## src/rtl/serial_subtractor.sv

```systemverilog
// ---------------------------------------------------------------------------
// serial_subtractor
//
// Multi-cycle unsigned subtractor. Computes d = a - b over WIDTH bits,
// DIGIT bits per clock. The borrow is carried between digits in a
// flip-flop, so a wide subtract costs N = WIDTH/DIGIT cycles instead of a
// full-width carry chain.
//
// Parameters
//   WIDTH  operand/result width in bits (>= 2)
//   DIGIT  bits processed per RUN cycle (must divide WIDTH)
//
// Ports
//   clk    rising-edge clock
//   rst    asynchronous active-high reset
//   start  request, sampled only while idle; a and b are latched with it
//   a      minuend
//   b      subtrahend
//   busy   high while an operation is in progress
//   done   one-cycle pulse when d/bout hold a fresh result
//   d      difference a - b modulo 2^WIDTH
//   bout   final borrow, 1 iff a < b (unsigned)
//   ovf    (only with SUB_SIGNED_OVF_EN) two's-complement overflow flag
//
// Optional feature macro: SUB_SIGNED_OVF_EN adds the registered ovf output.
// All outputs are registered; none depends combinationally on an input.
// ---------------------------------------------------------------------------
module serial_subtractor #(
    parameter int WIDTH = 8,
    parameter int DIGIT = 1
) (
    input  logic             clk,
    input  logic             rst,
    input  logic             start,
    input  logic [WIDTH-1:0] a,
    input  logic [WIDTH-1:0] b,
    output logic             busy,
    output logic             done,
    output logic [WIDTH-1:0] d,
    output logic             bout
`ifdef SUB_SIGNED_OVF_EN
    ,
    output logic             ovf
`endif
);

    localparam int N  = WIDTH / DIGIT;
    localparam int CW = (N > 1) ? $clog2(N) : 1;
    localparam logic [CW-1:0] LAST = CW'(N - 1);

    typedef enum logic [1:0] {
        IDLE = 2'd0,
        RUN  = 2'd1,
        DONE = 2'd2
    } state_t;

    state_t           state_q, state_d;
    logic [WIDTH-1:0] aSh_q, aSh_d;
    logic [WIDTH-1:0] bSh_q, bSh_d;
    logic [WIDTH-1:0] resSh_q, resSh_d;
    logic             borrow_q, borrow_d;
    logic [CW-1:0]    cnt_q, cnt_d;
    logic [WIDTH-1:0] d_q, d_d;
    logic             bout_q, bout_d;
    logic             busy_q, busy_d;
    logic             done_q, done_d;
`ifdef SUB_SIGNED_OVF_EN
    logic             aMsb_q, aMsb_d;
    logic             bMsb_q, bMsb_d;
    logic             ovf_q, ovf_d;
`endif

    // One digit of the subtraction, computed one bit wider than the digit so
    // the top bit is the borrow out. The new digit enters the result register
    // at the MSB end, so after N steps the first (least significant) digit has
    // been pushed down to bit 0.
    logic [DIGIT:0]   digitDiff;
    logic [WIDTH-1:0] resShifted;

    always_comb begin
        digitDiff  = {1'b0, aSh_q[DIGIT-1:0]}
                   - {1'b0, bSh_q[DIGIT-1:0]}
                   - {{DIGIT{1'b0}}, borrow_q};
        resShifted = (resSh_q >> DIGIT)
                   | (WIDTH'(digitDiff[DIGIT-1:0]) << (WIDTH - DIGIT));
    end

    // State register and all datapath registers. Reset clears everything,
    // including the visible result, and aborts any operation in flight.
    always_ff @(posedge clk or posedge rst) begin
        if (rst) begin
            state_q  <= IDLE;
            aSh_q    <= '0;
            bSh_q    <= '0;
            resSh_q  <= '0;
            borrow_q <= 1'b0;
            cnt_q    <= '0;
            d_q      <= '0;
            bout_q   <= 1'b0;
            busy_q   <= 1'b0;
            done_q   <= 1'b0;
`ifdef SUB_SIGNED_OVF_EN
            aMsb_q   <= 1'b0;
            bMsb_q   <= 1'b0;
            ovf_q    <= 1'b0;
`endif
        end else begin
            state_q  <= state_d;
            aSh_q    <= aSh_d;
            bSh_q    <= bSh_d;
            resSh_q  <= resSh_d;
            borrow_q <= borrow_d;
            cnt_q    <= cnt_d;
            d_q      <= d_d;
            bout_q   <= bout_d;
            busy_q   <= busy_d;
            done_q   <= done_d;
`ifdef SUB_SIGNED_OVF_EN
            aMsb_q   <= aMsb_d;
            bMsb_q   <= bMsb_d;
            ovf_q    <= ovf_d;
`endif
        end
    end

    // Next-state and datapath control. Everything holds by default; done is
    // a pulse, so it falls back to 0 unless the last RUN edge raises it.
    // start is only looked at in IDLE, which gives the no-queueing behaviour.
    always_comb begin
        state_d  = state_q;
        aSh_d    = aSh_q;
        bSh_d    = bSh_q;
        resSh_d  = resSh_q;
        borrow_d = borrow_q;
        cnt_d    = cnt_q;
        d_d      = d_q;
        bout_d   = bout_q;
        busy_d   = busy_q;
        done_d   = 1'b0;
`ifdef SUB_SIGNED_OVF_EN
        aMsb_d   = aMsb_q;
        bMsb_d   = bMsb_q;
        ovf_d    = ovf_q;
`endif

        case (state_q)
            IDLE: begin
                if (start) begin
                    aSh_d    = a;
                    bSh_d    = b;
                    resSh_d  = '0;
                    borrow_d = 1'b0;
                    cnt_d    = '0;
                    busy_d   = 1'b1;
                    state_d  = RUN;
`ifdef SUB_SIGNED_OVF_EN
                    aMsb_d   = a[WIDTH-1];
                    bMsb_d   = b[WIDTH-1];
`endif
                end
            end

            RUN: begin
                borrow_d = digitDiff[DIGIT];
                resSh_d  = resShifted;
                aSh_d    = aSh_q >> DIGIT;
                bSh_d    = bSh_q >> DIGIT;
                cnt_d    = cnt_q + CW'(1);
                // Publish the result only on the final digit so partial
                // differences never appear on d.
                if (cnt_q == LAST) begin
                    d_d     = resShifted;
                    bout_d  = digitDiff[DIGIT];
                    cnt_d   = '0;
                    busy_d  = 1'b0;
                    done_d  = 1'b1;
                    state_d = DONE;
`ifdef SUB_SIGNED_OVF_EN
                    // Signed overflow: operands of opposite sign and a
                    // result whose sign differs from the minuend.
                    ovf_d   = (aMsb_q != bMsb_q) &&
                              (resShifted[WIDTH-1] != aMsb_q);
`endif
                end
            end

            DONE: begin
                state_d = IDLE;
            end

            default: begin
                state_d = IDLE;
                busy_d  = 1'b0;
            end
        endcase
    end

    assign busy = busy_q;
    assign done = done_q;
    assign d    = d_q;
    assign bout = bout_q;
`ifdef SUB_SIGNED_OVF_EN
    assign ovf  = ovf_q;
`endif

endmodule

```

## config.mk

```make
export PLATFORM = sky130hd
export DESIGN_NAME = serial_subtractor
export DESIGN_NICKNAME = d
export VERILOG_FILES = /design/src/rtl/serial_subtractor.sv
export SDC_FILE = /design/constraint.sdc
export NUM_CORES = 1
export LEC_CHECK = 0
export BUFFER_PORTS_ARGS = -buffer_cell sky130_fd_sc_hd__buf_4
export CAP_MARGIN = 20
export CORE_MARGIN = 5
export CORE_UTILIZATION = 50
export DETAILED_ROUTE_END_ITERATION = 10
export HOLD_SLACK_MARGIN = 0.1
export PLACE_DENSITY = 0.72
export RECOVER_POWER = 50
export SYNTH_ARGS = -nofsm -noshare
export SYNTH_HDL_FRONTEND = slang
export SYNTH_SLANG_ARGS = --single-unit
```

## constraint.sdc

```tcl
create_clock -name clk -period 1.74 [get_ports clk]
set_input_delay 0.261 -clock clk [delete_from_list [all_inputs] [get_ports clk]]
set_output_delay 0.261 -clock clk [all_outputs]
set_load 0.02 [all_outputs]
```

After elaboration in Yosys (flattened, before gate mapping)
Cells that the tools add are included. W data, S select, Z words.

Bits in registers: 41. Input port bits: 19.

$add $sub $neg: 3. Equal/unequal tests: 5. Multiplexer cells: 19. Bitwise operators: 2. Reductions and logical operators: 6.

Operators with widths (number): $pmux W8 S2 (3); $mux W8 (3); $or A7 B8 Y8 (1); $mux W3 (2); $pmux W3 S2 (1); $reduce_and A2 Y1 (3); $mux W1 (5); $mux W2 (2); $ne A2 B2 Y1 const B (2); $pmux W2 S2 (1); $add A3 B1 Y3 const B (1); $eq A3 B3 Y1 const B (1); $pmux W1 S3 (1); $reduce_and A3 Y1 (1); $eq A2 B1 Y1 const B (1); $eq A2 B2 Y1 const B (1); $logic_not A2 Y1 (1); $pmux W1 S2 (1); $reduce_bool A2 Y1 (1); $sub A1 B1 Y2 (1); $sub A2 B1 Y2 (1); $not A1 Y1 (1).

Logic depth before layout (Yosys ltp)
Gate-level depths: netlist of run 1.

Depth in word-level cells: 4. Depth in mapped cells: 6. Depth with buffers taken out: 5.

Worst setup path before layout of run 1
Ideal clock, no wire load.

Kind: reg-to-reg. Start point: register cnt_q[0]. End point: register bout_q, in the netlist bout. Setup time: 0.125 ns. Arrival: 1.337 ns. Data required time: 1.615 ns. Path slack: 0.278 ns. Cell stages (with the launch flop): 6. Cells stage by stage: dfrtp_1 ha_1 ha_1 nand3b_4 buf_6 mux2_4.

Word-level cells in the longest chain between the ends: 2.

RTL lines: start, declared (RTL line 62) `logic [CW-1:0] cnt_q, cnt_d;`; start signal, assigned (RTL line 113) `cnt_q <= cnt_d;`; $eq A3 B3 Y1 (RTL line 171) `if (cnt_q == LAST) begin`; $reduce_and A2 Y1 (no source line); end signal, assigned (RTL line 115) `bout_q <= bout_d;`; end, declared (RTL line 64) `logic bout_q, bout_d;`.

Every way passes these cells. A chain may end at the register's enable or synchronous reset.

Worst setup path after layout of run 1
Start point: register cnt_q[0]. End point: register d_q[6], in the netlist d[6].

Word-level cells in the longest chain between the ends: 2.

RTL lines: $eq A3 B3 Y1 (RTL line 171); $reduce_and A2 Y1 (no source line); end signal, assigned (RTL line 98) `d_q <= '0;`; end signal, assigned (RTL line 114) `d_q <= d_d;`; end, declared (RTL line 63) `logic [WIDTH-1:0] d_q, d_d;`.

Every way passes these cells.

==> results of run 1 <==
-- layer usage --
| layer | share of wire | vias to the layer above | GRT usage | routed length [um] |
|---|---|---|---|---|
| li1 | - | 605 | - | - |
| met1 | 0.46 | 610 | 0.197 | 1540 |
| met2 | 0.47 | 28 | 0.244 | 1600 |
| met3 | 0.053 | 5 | 0.0536 | 181 |
| met4 | 0.018 | 0 | 0.0651 | 60 |
| met5 | 0 | - | 0 | 0 |
-- worst register-to-register path, delay by kind of cell (launching register included) --
kind / cells / cell delay (ns)
adders and majority gates: 2 / 0.46
muxes: 1 / 0.36
DFF: 1 / 0.42
and+or+nand+nor: 1 / 0.20
-- cells in the mapped netlist --
cell type	count
dfrtp_1	40
o22ai_1	28
a21oi_1	15
a22o_1	8
mux2_4	7
nand2_1	7
o21ai_0	7
inv_1	5
buf_2	4
buf_4	4
ha_1	3
nor2_1	3
buf_6	2
nor2b_1	2
a32o_1	1
and3_1	1
buf_1	1
fa_1	1
inv_2	1
mux2_2	1
nand2b_1	1
nand2b_4	1
nand3b_4	1
nor2_4	1
o21bai_1	1
o31ai_2	1
-- cell families (layout without fill, tap and decap cells) --
kind of cell,Yosys count,after routing
multiplexers,8,8
AO/OA/AOI/OAI,61,61
buffers and inverters,17,46
flip-flops,40,40
AND/OR/NAND/NOR,17,17
adder cells (fa/ha/maj),4,4
-- through the flow --
stage | setup slack (ns) | instances | power, mW
global placement | 0.251 | 213 | 2.88
detailed placement | 0.221 | 213 | 2.97
global route | 0.0799 | 222 | 3.67
finish | 0.201 | 222 | 3.40
floorplan | 0.278 | 147 | 2.61
CTS | 0.196 | 222 | 3.46
-- report_power, final --
part	leakage (nW)	total (mW)	internal [mW]	switching, mW
Clock	0.0380	0.493	0.192	0.301
Combinational	0.438	1.27	0.603	0.668
Sequential	0.495	1.63	1.32	0.308
Total	0.971	3.40	2.12	1.28
-- flip-flops by register name (all words and copies together), names as in the netlist --
name	cells
aSh_q	8
bSh_q	8
borrow_q	1
bout	1
busy	1
cnt_q	3
d	8
done	1
resSh_q	7
state_q	2
-- path summary, 6_finish.rpt --
path,start,end,cells past startpoint
max in group asynchronous,rst,state_q[0]$_DFFE_PP0P_,4
worst max register to register,cnt_q[0]$_DFFE_PP0P_,d[6]$_DFFE_PP0P_,4
worst min-delay path,a[7],aSh_q[7]$_DFFE_PP0P_,3
worst max-delay path,cnt_q[0]$_DFFE_PP0P_,d[6]$_DFFE_PP0P_,4
worst min register to register,d[7]$_DFFE_PP0P_,d[7]$_DFFE_PP0P_,2
min in group asynchronous,rst,bSh_q[1]$_DFFE_PP0P_,4
-- area by class of cell --
cell class	count	share of cell area
clock buffer	6	0.0253
clock inverter	2	0.00493
inverter	6	0.0111
multi-input combinational	90	0.328
sequential	40	0.493
tap	46	0.0283
timing repair buffer	32	0.109
==> metrics.md, run 1 <==
| Metric | Value |
|---|---|
| Outcome | completed |
| Layout cells sized above 1 | 0.267 |
| WP data arrival | 1.78 ns |
| Fin Hold WS | 0.169 ns |
| Synth area leader | dfrtp_1 |
| Crit Path Max Fanout | 11 |
| CP Buf/Inv Count | 0 |
| Synth top area share | 0.567 |
| CP dominant cell by count | ha_1 |
| Vias after detailed routing | 1248 |
| Share of the core filled with cells | 0.599 |
| HP Class | in2reg |
| Critical Path Start Type | flip-flop |
| Initial core utilization | 0.521 |
| Required time of the critical path | 1.98 ns |
| Postcts setup bufs | 0 |
| Total GRT Usage | 0.156 |
| RSZ-0062 raised after global routing | no |
| Design area | 2030 um2 |
| Die area | 4820 um2 |
| CTS tree | yes |
| Skew final | 0.0126 ns |
| PD cells | 1670 nW/um2 |
| Netlist cell types | 26 |
| Detailed placement HPWL | 2340 um |
| Post-synthesis xor/xnor area fraction | 0 |
| Die Span Y | 69.4 um |
| Gpl congestion | 0.781 |
| Peak VDD IR | 0.619 mV |
| First-pass iteration count of the detailed router | 4 |
| Total CTS buffers | 5 |
| Mux share of post-synthesis cell area | 0.0659 |
| Sequential element share of the synthesized area | 0.567 |
| Clock transition at path regs | 0.11 ns |
| Num rows | 21 |
| FILL cells | 281 |
| Commonest non-fill, non-tap cells in the layout | 40 x dfrtp_1, 28 x o22ai_1, 24 x buf_4 |
| #FFs+latches synth | 40 |
| Port Buffer Count | 29 |
| CTS-repair resized insts | 0 |
| Final min period | 1.54 ns |
| CTS Root Cell | clkbuf_4 |
| Worst setup EP type | flip-flop |
| GR Overflow Total | 0 |
| Post-Syn Area per Cell | 12.0 um2 |
| Mapped Cells | 147 |
| Die Width | 69.4 um |
| Max Freq | 0.650 GHz |
| First-pass GRT wire length | 6070 um |
| Antenna diodes | 0 |
| Max incr delay on CP | 0.42 ns |
| Synth Cell Area | 1770 um2 |
| Via-to-Cell Ratio | 5.62 |
| Fin crit share | 0.885 |
| Crit path kind | reg2reg |
| Slew headroom | 0.370 |
| Fin. Hold Viols | 0 |
| Compound-Gate Fraction of Synth Area | 0.218 |
| Number of buffers on the longest clock path | 2 |
| Top post-synthesis cells by area | dfrtp_1 57%, o22ai_1 9.9%, mux2_4 5.9% |
| Synthesis-to-finish area growth | 14.9% |
| DRC viols | 0 |
| Initial drt markers | 104 |
| Post-Route WL | 3380 um |
| Multi-input logic area | 667 um2 |
| Hold-fix buffers, CTS | 1 |
| Pins Over Slew Limit | 0 |
| Syn_nets | 170 |
| R2R setup slack | 0.20 ns |
| Largest family of logic cells by synthesized area | compound AO/OA/AOI/OAI gates |
| Worst-skew pair later-pin latency | 0.35 ns |
| Nets | 198 |
| Setup_tns | 0 ns |
| H-Tree Level Count | 2 |
| Number of global-route vias before repair | 1333 |
| Register area | 1000 um2 |
| Core area | 3390 um2 |
| Max_cap viols | 0 |
| Top Family by Delay on Critical Path | adder cells |
| DR WL/cell | 15.2 um |
| Worst-Margin Slew | 0.944 ns |
| Ports | 30 |
| Final ANT Viol Nets | 0 |
| Clock sink count | 40 |
| Simple-gate share of the synthesized area | 0.0609 |
| Final setup viols | 0 |
| Initial antenna violation count | 0 |
| Adder-cell share of the synthesized area | 0.0326 |
| Crit-path cells | ha_1 -> ha_1 -> nand3b_4 -> mux2_2 |
| Pleak | 0.971 nW |
| Placed Instance Area | 1980 um2 |
| Commonest non-fill, non-tap cell in the layout | dfrtp_1 |
| Slowest cell on crit path | dfrtp_1 |
| Synthesis warning total | 0 |
| Largest net degree at the start of global routing | 41 |
No activity file was read; power rests on OpenSTA's default activity.
==> run 2: changes to the inputs <==
Settings changed: ABC_AREA set to 1, CORE_MARGIN 5 to unset, PLACE_DENSITY 0.72 to 0.71.
==> run 2 against run 1 <==
  * Die area decreased by 12%
  * Hold slack improved by 0.012 ns
  * Clock-buffer cell count unchanged
  * Highest routed layer unchanged
  * Largest power group is now combinational logic
==> metrics.md, run 2 <==
| Metric | Value |
|---|---|
| Hold-fix buffers, CTS | 0 |
| Slew headroom | 0.347 |
| Ports | 30 |
| Nets | 279 |
| Final min period | 1.40 ns |
| Final setup viols | 0 |
| Multi-input logic area | 736 um2 |
| Fin. Hold Viols | 0 |
| CTS Root Cell | clkbuf_8 |
| Synth area leader | dfrtp_1 |
| Required time of the critical path | 1.93 ns |
| FF-to-FF Start | cnt_q[0]$_DFFE_PP0P_ |
| Clock sink count | 40 |
| Total CTS buffers | 5 |
| Placed Instance Area | 2200 um2 |
| Worst setup path startpoint | cnt_q[0]$_DFFE_PP0P_ |
| Number of flops mapped to enable cells by yosys | 0 |
| Worst-skew pair later-pin latency | 0.29 ns |
| Synthesis warning total | 0 |
| Die area | 4260 um2 |
| Max Freq | 0.715 GHz |
| Commonest non-fill, non-tap cells in the layout | 58 x nand2_1, 47 x nand3_1, 40 x dfrtp_1 |
| Ys async rst share | 1.00 |
| FILL cells | 374 |
| Critical Path Start Type | flip-flop |
| First-pass iteration count of the detailed router | 4 |
| WP data arrival | 1.59 ns |
| Top routing layer in use | met4 |
| Peak VDD IR | 0.634 mV |
| Max_cap viols | 0 |
| Compound-Gate Fraction of Synth Area | 0.0713 |
| Met2 routed WL | 1650 um |
| Num rows | 22 |
| Vias after detailed routing | 1486 |
| Worst-Margin Slew | 0.979 ns |
| Syn_nets | 251 |
| Crit Path Max Fanout | 17 |
| #FFs+latches synth | 40 |
| Cell with the most instances after synthesis | nand2_1 |
| Design area | 2270 um2 |
| Synth Cell Area | 2000 um2 |
| Share of the core filled with cells | 0.606 |
| HP Class | in2reg |
| Layout cells sized above 1 | 0.222 |
| CTS-repair resized insts | 0 |
| Top post-synthesis cells by area | dfrtp_1 50%, nand3_1 12%, nand2_1 11% |
| Post-Syn Area per Cell | 8.77 um2 |
| Pins Over Slew Limit | 0 |
| Crit path kind | reg2reg |
| Detailed placement HPWL | 2360 um |
| Fin crit share | 0.804 |
| Initial drt markers | 90 |
| Core area | 3740 um2 |
| CTS tree | yes |
| Hold_sp | b[7] |
| DR WL/cell | 11.4 um |
| Initial antenna violation count | 0 |
| Metal3 WL | 151 um |
| PD cells | 1750 nW/um2 |
| Setup_tns | 0 ns |
| Die Span Y | 65.3 um |
| Largest net degree at the start of global routing | 41 |
| Gpl congestion | 0.744 |
| Number of buffers on the longest clock path | 2 |
| Clock transition at path regs | 0.08 ns |
| Primary FF master, synth | dfrtp_1 |
| Port Buffer Count | 29 |
| Outcome | completed |
| Simple-gate share of the synthesized area | 0.268 |
| Mapped Cells | 228 |
| Post-Route WL | 3480 um |
| Final ANT Viol Nets | 0 |
| R2R setup slack | 0.34 ns |
| Sequential element share of the synthesized area | 0.500 |
| Synthesis-to-finish area growth | 13.4% |
| Pleak | 1.24 nW |
| Skew final | 0.00541 ns |
| Netlist cell types | 19 |
| Initial core utilization | 0.534 |
| Die Width | 65.3 um |
| Synth top area share | 0.500 |
| Commonest non-fill, non-tap cell in the layout | nand2_1 |
| Postcts setup bufs | 0 |
| Overall power | 3.96 mW |
| Top post-synthesis cells by count | 58 x nand2_1, 47 x nand3_1, 40 x dfrtp_1 |
| Register area | 1000 um2 |
| WL met1 | 1640 um |
| H-Tree Level Count | 2 |
| Worst setup EP type | flip-flop |
| DRC viols | 0 |
| GR Overflow Total | 0 |
| RSZ-0062 raised after global routing | no |
| Adder-cell share of the synthesized area | 0.0288 |
| Largest family of logic cells by synthesized area | simple AND/OR/NAND/NOR gates |
| Mux share of post-synthesis cell area | 0 |
| First-pass GRT wire length | 6020 um |
| Via-to-Cell Ratio | 4.87 |
| Total GRT Usage | 0.186 |
| Number of global-route vias before repair | 1445 |
| Antenna diodes | 0 |
| Post-synthesis xor/xnor area fraction | 0 |
[run 2: changes by cell type after synthesis, moves of 3 or more]
| cell | previous run | this run |
|---|---|---|
| o22ai_1 | 28 | 0 |
| buf_6 | 2 | 7 |
| o21ai_2 | 0 | 14 |
| nand2_1 | 7 | 58 |
| a22o_1 | 8 | 0 |
| inv_1 | 5 | 38 |
| a21oi_1 | 15 | 0 |
| nand2_4 | 0 | 3 |
| mux2_4 | 7 | 0 |
| nand3_1 | 0 | 47 |
| o21ai_0 | 7 | 3 |
[run 2: through the flow]
| stage | cells | hold WS, ns | worst slack [ns] |
|---|---|---|---|
| finish | 305 | 0.181 | 0.342 |
| CTS | 305 | 0.104 | 0.326 |
| floorplan | 228 | 0.382 | 0.502 |
| detailed placement | 297 | 0.423 | 0.347 |
| global route | 305 | 0.188 | 0.240 |
| global placement | 297 | 0.423 | 0.364 |
[run 2: path summary, 6_finish.rpt]
kind	to	cells past startpoint
worst min register to register	d[3]$_DFFE_PP0P_	2
max in group asynchronous	bSh_q[0]$_DFFE_PP0P_	3
worst max-delay path	d[6]$_DFFE_PP0P_	6
min in group asynchronous	busy$_DFFE_PP0P_	3
worst max register to register	d[6]$_DFFE_PP0P_	6
worst min-delay path	bSh_q[7]$_DFFE_PP0P_	3
[run 2: area by class of cell]
class / count / share of cell area
Inverter: 40 / 0.0673
Clock buffer: 6 / 0.0364
Clock inverter: 2 / 0.00441
Sequential cell: 40 / 0.441
Timing Repair Buffer: 33 / 0.0998
Multi-Input combinational cell: 136 / 0.324
Tap cell: 48 / 0.0265
[run 2: critical path, stage by stage, from the launching register on]
cell and delay (ns):
dfrtp_1 0.41, ha_1 0.23, ha_1 0.23, nand2_4 0.21, inv_1 0.11, nand2_1 0.07, nand2_1 0.05
[run 2: metal layers]
layer / GRT usage / vias up
li1: - / 765
met1: 0.219 / 689
met2: 0.323 / 28
met3: 0.0573 / 4
met4: 0.0571 / 0
met5: 0 / -
[run 2: logic make-up after synthesis]
group	Yosys count
AOI/OAI and AO/OA	18
adders and majority gates	4
DFF	40
buffers and inverters	52
and+or+nand+nor	114
[run 2: where the power goes]
group	switching [mW]	leakage [nW]	internal [mW]	total [mW]
sequential	0.256	0.494	1.35	1.61
clock	0.315	0.0510	0.316	0.632
combinational	1.05	0.697	0.665	1.72
total	1.62	1.24	2.34	3.96
==> run 3: changes to the inputs <==
Settings changed: PLACE_DENSITY 0.71 to 0.74.
Clock period 1.74 ns to 1.2 ns, I/O delays scaled along.
==> run 3 against run 2 <==
  * Combinational power increased by 77%
  * Flip-flop and latch count unchanged
  * Register-to-register slack got worse by 0.32 ns
  * Utilization increased by 6.0 points
  * Total power increased by 59%
  * First-iteration DRC count decreased by 10%
  * Wire length increased by 7.3%
  * Non-clock buffer count increased by 14
  * Hold slack got worse by 0.054 ns
==> metrics.md, run 3 (same netlist as run 2, synthesis figures left out) <==
| Metric | Value |
|---|---|
| Die Span Y | 65.3 um |
| Num rows | 22 |
| Crit Path Max Fanout | 8 |
| Postcts setup bufs | 0 |
| Commonest non-fill, non-tap cells in the layout | 53 x nand2_1, 47 x nand3_1, 39 x dfrtp_1, 39 x buf_4, 38 x inv_1 |
| Gpl congestion | 0.753 |
| CTS tree | yes |
| Worst-skew pair later-pin latency | 0.29 ns |
| H-Tree Level Count | 2 |
| Port Buffer Count | 29 |
| Placed insts | 309 |
| Layout Cells excl Fill | 319 |
| Pins Over Slew Limit | 0 |
| Total GRT Usage | 0.205 |
| Number of global-route vias before repair | 1590 |
| Post-Route WL | 3730 um |
| Layout cells sized above 1 | 0.306 |
| Dpl ws | -0.0206 ns |
| Peak VDD IR | 1.67 mV |
| Total CTS buffers | 5 |
| Nets | 293 |
| Clock transition at path regs | 0.08 ns |
| CTS Root Cell | clkbuf_8 |
| WP data arrival | 1.37 ns |
| Vias after detailed routing | 1581 |
| Antenna diodes | 0 |
| Initial drt markers | 81 |
| Max_cap viols | 0 |
| Largest net degree at the start of global routing | 41 |
| Initial core utilization | 0.534 |
| Detailed placement HPWL | 2590 um |
| Initial antenna violation count | 0 |
| Outcome | completed |
| Synthesis-to-finish area growth | 24.7% |
| Fin. Hold Viols | 0 |
| Core area | 3740 um2 |
| Final worst slack | 0.0179 ns |
| DRC viols | 0 |
| PD cells | 2530 nW/um2 |
| GR Overflow Total | 0 |
| FF-to-FF Start | cnt_q[0]$_DFFE_PP0P_ |
| Fin crit share | 0.985 |
| Pleak | 1.32 nW |
| Overall power | 6.30 mW |
| Max Freq | 0.846 GHz |
| Commonest non-fill, non-tap cell in the layout | nand2_1 |
| Skew final | 0.00646 ns |
| Hold_sp | b[7] |
| First-pass iteration count of the detailed router | 4 |
| Required time of the critical path | 1.39 ns |
| Die Width | 65.3 um |
| Via-to-Cell Ratio | 4.96 |
| Ports | 30 |
| Critical Path Start Type | flip-flop |
| RSZ-0062 raised after global routing | yes |
| DR WL/cell | 11.7 um |
| Final min period | 1.18 ns |
| Final ANT Viol Nets | 0 |
| Die area | 4260 um2 |
| First-pass GRT wire length | 6690 um |
| Final setup viols | 0 |
| Clock sink count | 40 |
| Crit path kind | reg2reg |
| Worst-Margin Slew | 0.534 ns |
| Number of buffers on the longest clock path | 2 |
| HP Class | in2reg |
| Worst setup EP type | flip-flop |
| Slew headroom | 0.644 |
| Worst setup path startpoint | cnt_q[0]$_DFFE_PP0P_ |
-- run 3: path summary, 6_finish.rpt --
check                                          to  slack, ns  depth (start not counted)
max                              d[4]$_DFFE_PP0P_       0.02                          6
min                          bSh_q[7]$_DFFE_PP0P_       0.13                          3
max reg2reg                      d[4]$_DFFE_PP0P_       0.02                          6
min reg2reg                resSh_q[5]$_DFFE_PP0P_       0.49                          2
max in group asynchronous  state_q[1]$_DFFE_PP0P_       0.20                          4
min in group asynchronous  resSh_q[2]$_DFFE_PP0P_       0.60                          4
-- run 3: critical path, stage by stage (launching register included) --
cell     delay (ns)
dfrtp_1        0.36
ha_2           0.21
ha_4           0.17
nand2_8        0.07
buf_4          0.15
nand2_1        0.07
o21ai_2        0.05
-- run 3: stage by stage --
stage / hold slack, ns / instance area, um2 / util / setup TNS, ns
after global routing: 0.148 / 2490 / 0.666 / -0.233
after CTS: 0.125 / 2470 / 0.661 / 0
after global placement: 0.258 / 2340 / 0.626 / 0
after detailed placement: 0.260 / 2340 / 0.626 / -0.0495
final: 0.128 / 2490 / 0.666 / 0
after floorplan: 0.301 / 2010 / - / 0
-- run 3: area by class of cell --
class                   instances  area, um2
clock buffers                   7       86.3
clock inverters                 1       7.51
fillers                       331       1250
inverters                      40        153
multi-input cells             136        787
flip-flops and latches         40       1000
well taps                      48       60.1
repair buffers                 47        399
-- run 3: per-layer routing --
metal | track usage | wire, um
met1 | 0.241 | 1670
met2 | 0.366 | 1890
met3 | 0.0486 | 132
met4 | 0.0625 | 44
met5 | 0 | 0
-- run 3: power by group --
group	total, mW	leakage (nW)	switching [mW]	internal [mW]
clock	0.937	0.0445	0.469	0.467
sequential	2.32	0.493	0.354	1.97
combinational	3.04	0.786	1.71	1.33
-- run 3: timing repair --
item | in CTS | in global routing
setup endpoints to repair | 6 | 24
pin swaps | 0 | 2
hold buffers | 2 | 0
hold endpoints to repair | 41 | 0
gates resized for setup | 2 | 11
